--- src/rtl/jtopl_pkg.sv ---
// Shared JTOPL envelope constants and the eg_shift width helper used by the timer and EG slots.
package jtopl_pkg;

  localparam int JTOPL_EG_CW_DEF  = 15;
  localparam int JTOPL_EG_DIV_DEF = 3;

  // Width needed to hold a trailing-zero count of 0..cw inclusive.
  function automatic int jtopl_eg_sw(input int cw);
    return $clog2(cw + 1);
  endfunction

endpackage

--- src/rtl/jtopl_eg_ctz.sv ---
// Combinational trailing-zero counter; returns CW for an all-zero input.
module jtopl_eg_ctz #(
  parameter int CW = 15,
  parameter int SW = 4
) (
  input  logic [CW-1:0] i_val,
  output logic [SW-1:0] o_ctz
);

  // Scanning from the MSB down leaves the lowest set bit as the final winner.
  always_comb begin
    o_ctz = SW'(CW);
    for (int i = CW - 1; i >= 0; i--) begin
      if (i_val[i]) o_ctz = SW'(i);
    end
  end

endmodule

--- src/rtl/jtopl_eg_timer.sv ---
// Global envelope timebase: prescales the sample strobe and advances the EG counter.
// Define JTOPL_EG_TIMER_TEST_EN to add the `test` port that bypasses the prescaler.
module jtopl_eg_timer
  import jtopl_pkg::*;
#(
  parameter int CW  = JTOPL_EG_CW_DEF,
  parameter int DIV = JTOPL_EG_DIV_DEF
) (
  input  logic                       rst,
  input  logic                       clk,
  input  logic                       cen,
  input  logic                       zero,
  input  logic                       clr,
  input  logic                       hold,
`ifdef JTOPL_EG_TIMER_TEST_EN
  input  logic                       test,
`endif
  output logic [CW-1:0]              eg_cnt,
  output logic                       eg_tick,
  output logic [jtopl_eg_sw(CW)-1:0] eg_shift
);

  localparam int SW = jtopl_eg_sw(CW);
  localparam int PW = (DIV > 1) ? $clog2(DIV) : 1;
  localparam logic [PW-1:0] BaseLast = PW'(DIV - 1);

  logic [PW-1:0] r_base, w_base_nxt;
  logic [CW-1:0] r_cnt, w_cnt_nxt;
  logic [SW-1:0] r_shift, w_shift_nxt;
  logic          r_tick, w_inc, w_adv;

  assign w_adv = cen & zero & ~clr & ~hold;

  always_comb begin
    w_base_nxt = r_base;
    w_cnt_nxt  = r_cnt;
    w_inc      = 1'b0;
    if (clr) begin
      w_base_nxt = '0;
      w_cnt_nxt  = '0;
`ifdef JTOPL_EG_TIMER_TEST_EN
    end else if (!hold && test) begin
      // Bypass keeps base parked at 0 so prescaling restarts cleanly when test drops.
      w_base_nxt = '0;
      if (w_adv) begin
        w_cnt_nxt = r_cnt + 1'b1;
        w_inc     = 1'b1;
      end
`endif
    end else if (w_adv) begin
      if (r_base == BaseLast) begin
        w_base_nxt = '0;
        w_cnt_nxt  = r_cnt + 1'b1;
        w_inc      = 1'b1;
      end else begin
        w_base_nxt = r_base + 1'b1;
      end
    end
  end

  // Computed on the next count so eg_shift lines up with eg_cnt in the same cycle.
  jtopl_eg_ctz #(
    .CW (CW),
    .SW (SW)
  ) u_ctz (
    .i_val (w_cnt_nxt),
    .o_ctz (w_shift_nxt)
  );

  always_ff @(posedge clk or posedge rst) begin
    if (rst) begin
      r_base  <= '0;
      r_cnt   <= '0;
      r_tick  <= 1'b0;
      r_shift <= SW'(CW);
    end else if (cen) begin
      r_base  <= w_base_nxt;
      r_cnt   <= w_cnt_nxt;
      r_tick  <= w_inc;
      r_shift <= w_shift_nxt;
    end
  end

  assign eg_cnt   = r_cnt;
  assign eg_tick  = r_tick;
  assign eg_shift = r_shift;

endmodule

--- config.mk ---
export PLATFORM = sky130hd
export DESIGN_NAME = jtopl_eg_timer
export DESIGN_NICKNAME = d
export VERILOG_FILES = /design/src/rtl/jtopl_pkg.sv /design/src/rtl/jtopl_eg_ctz.sv /design/src/rtl/jtopl_eg_timer.sv
export SDC_FILE = /design/constraint.sdc
export NUM_CORES = 1
export LEC_CHECK = 0
export BUFFER_PORTS_ARGS = -buffer_cell sky130_fd_sc_hd__buf_2
export CORE_UTILIZATION = 50
export DETAILED_ROUTE_END_ITERATION = 10
export GPL_ROUTABILITY_DRIVEN = 0
export PLACE_DENSITY_LB_ADDON = 0.25
export SLEW_MARGIN = 10
export SYNTH_ARGS = -nofsm -noshare
export SYNTH_HDL_FRONTEND = slang
export SYNTH_SLANG_ARGS = --single-unit
--- constraint.sdc ---
create_clock -name clk -period 6.1 [get_ports clk]
set_input_delay 0.61 -clock clk [delete_from_list [all_inputs] [get_ports clk]]
set_output_delay 0.61 -clock clk [all_outputs]
set_load 0.1 [all_outputs]
==> results.py <==
metrics = {
    "timing": {
        "tightest_slew_ps": 832,
        "fin_setup_tns_ps": 0,
        "fin_crit_ps": 2600,
        "skew_ps": 2.44,
        "rsz0062_at_grt": "no",
        "fmax_mhz": 385,
        "setup_viol": 0,
        "setup_slack_ps": 3500,
        "drv_slew": 0,
        "hold_viol": 0,
        "fin_crit_sh": 0.426,
        "max_slew_margin": 0.445,
    },
    "die": {
        "fp.dieH_um": 58.9,
        "start_util": 0.531,
        "fp-row-count": 20,
        "ios": 26,
        "die_area_um2": 3470,
        "die_x_um": 58.9,
        "core_area_um2": 3050,
    },
    "synthesis": {
        "synth_largest_area_cell": "dfrtp_1",
        "synth_top_flop_cell": "dfrtp_1",
        "synth_cell_type_count": 49,
        "syn_area_um2": 1620,
        "async_reset_ff_frac": 1.00,
        "synth_edf_count": 0,
        "ys_ff_latch": 22,
        "syn_area_per_cell_um2": 8.62,
        "syn-instance-count": 188,
        "synth.area.top_cells": "dfrtp_1 28%, dfstp_2 6.5%, mux2i_1 4.3%",
        "yosysSeqAreaShare": 0.343,
        "yosys_warnings": 0,
        "synth_nets": 195,
        "synth_top_area_share": 0.278,
    },
    "route": {
        "vias": 1506,
        "first_pass_iters": 5,
        "via_per_inst": 6.00,
        "ant_nets": 0,
        "wl_mm": 3.62,
        "first_iter_violations": 104,
        "wl_per_cell_um": 14.4,
        "drcViolationCount": 0,
    },
    "setup_path": {
        "critPathArrivalTime_ps": 2850,
        "r2r-start": "eg_cnt[0]",
        "rr_worst_depth": 7,
        "rr_endpoint": "eg_shift[0]",
        "crit_slowest_cell": "nor4_1",
        "slowest_delay_ps": 550,
        "critPathBufInv": 1,
        "path_class": "input port to flop",
        "path_depth": 7,
        "crit_path_max_fanout": 34,
        "regToRegSetupSlack_ps": 3590,
        "crit_path_end_kind": "flop",
        "cp.required_ps": 6360,
        "crit_chain": "buf_2 > nand3b_1 > nor4_1 > mux2_2 > a41oi_1 > o22ai_1 > a21oi_1",
        "cp-start-kind": "input port",
        "crit_family": "simple AND/OR/NAND/NOR gates",
    },
    "cts": {
        "cts_hold_buffers": 0,
        "clk_pin_slew_ps": 120,
        "cts.path.max_buffers": 2,
        "cts_tree": "built",
        "post-cts-setup-buffer-count": 0,
        "root_buffer": "clkbuf_4",
        "clock-sinks": 22,
        "cts_resized": 0,
        "cts_buffers": 3,
        "h-tree-depth": 1,
        "insertion_delay_ps": 320,
    },
    "global_routing": {
        "track_usage": 0.230,
        "grt_pass1_vias": 1346,
        "antenna_found_initial": 0,
        "grt_pass1_wl_mm": 6.13,
        "grt-ovfl-total": 0,
        "grt_max_degree": 35,
    },
    "cells_and_area": {
        "drive_gt1_frac": 0.213,
        "layout_commonest_cell": "buf_2",
        "layout_common_cells": "25 x buf_2, 18 x inv_1, 18 x dfrtp_1, 15 x nor2_1, 11 x o21ai_0",
        "antenna_cells": 0,
        "final_cells": 251,
        "area_growth_pct": 10.3,
        "nNetsFinal": 215,
    },
    "placed_design": {
        "hpwlAfterDp_mm": 2.61,
        "preCtsSetupSlack_ps": 3180,
        "dp_cells": 247,
        "io_buffer_count": 25,
    },
    "pwr": {
        "sequentialPowerShare": 0.445,
        "p_switching_mw": 0.161,
        "irDropWorstVdd_mv": 0.122,
        "switching_share": 0.418,
        "p_int_mw": 0.225,
        "p_total_mw": 0.386,
        "powerDensity_nw_per_um2": 216,
        "p_leak_nw": 0.771,
        "comb_power_share": 0.336,
        "p_clk_frac": 0.220,
    },
    "outcome": {
        "status": "completed",
    },
    "hold_path": {
        "min_path_type": "input port to async pin",
    },
    "flow_run": {
        "drv_cap": 0,
    },
}
final cells by class:
cell class              instances  area (um2)
inverters                      18        67.6
clock buffers                   4        36.3
repair buffers                 25         125
fillers                       300        1260
multi-input cells             138         948
well taps                      44        55.1
flip-flops and latches         22         556
how the worst max path moves through the flow:
stage,startpoint,end
finish,cen,eg_shift[0]
global route,cen,eg_shift[2]
CTS,cen,eg_shift[0]
detailed placement,cen,eg_shift[0]
global placement,cen,eg_shift[0]
floorplan,eg_cnt[1],eg_shift[0]
flip-flops by register name (all words and copies together), names as in the netlist:
name and count:
eg_tick 1, eg_shift 4, r_base 2, eg_cnt 15
metrics by stage:
step	utilization	hold slack, ps	instance area (um2)
2_1_floorplan	-	561	1620
3_3_place_gp	0.574	466	1750
3_5_place_dp	0.574	469	1750
4_1_cts	0.586	466	1790
5_1_grt	0.586	497	1790
6_report	0.586	425	1790
power by group through the flow:
stage	clock network [mW]	logic, mW	registers [mW]
after floorplan	0	0.0456	0.238
after global placement	0	0.128	0.173
after detailed placement	0	0.130	0.174
after CTS	0.0870	0.130	0.172
after global routing	0.0920	0.139	0.173
final	0.0848	0.130	0.172
layer usage:
layer	wire (um)	share of wire	vias up	track usage
li1	-	-	729	-
met1	1620	0.45	728	0.320
met2	1760	0.49	44	0.369
met3	189	0.052	5	0.0242
met4	55	0.015	0	0.0884
met5	0	0	-	0
cells by family (layout without fill, tap and decap cells):
group           Yosys count  after routing  synth area share
mux                      13             13            0.0849
buf+inv                  28             47            0.0718
compound gates           52             52             0.210
flops                    22             22             0.343
simple gates             66             66             0.250
xor+xnor                  6              6            0.0324
fa+ha+maj                 1              1           0.00772
synthesized netlist by cell type, drive strengths merged (4+ instances only):
cell	instances
dfrtp	18
inv	18
nor2	15
o21ai	11
nand2	9
a21oi	8
o22ai	8
mux2i	7
mux2	6
nor3	6
a31oi	5
buf	5
clkbuf	5
nand3	5
nor4	5
xnor2	5
dfstp	4
nor2b	4
worst reg2reg max path: stages (launching register included):
cell and delay (ps):
dfrtp_1 540, ha_1 240, nand3b_1 260, nor4_1 550, mux2_2 430, a41oi_1 180
o22ai_1 90, a21oi_1 150
(Power assumes the default switching activity.)
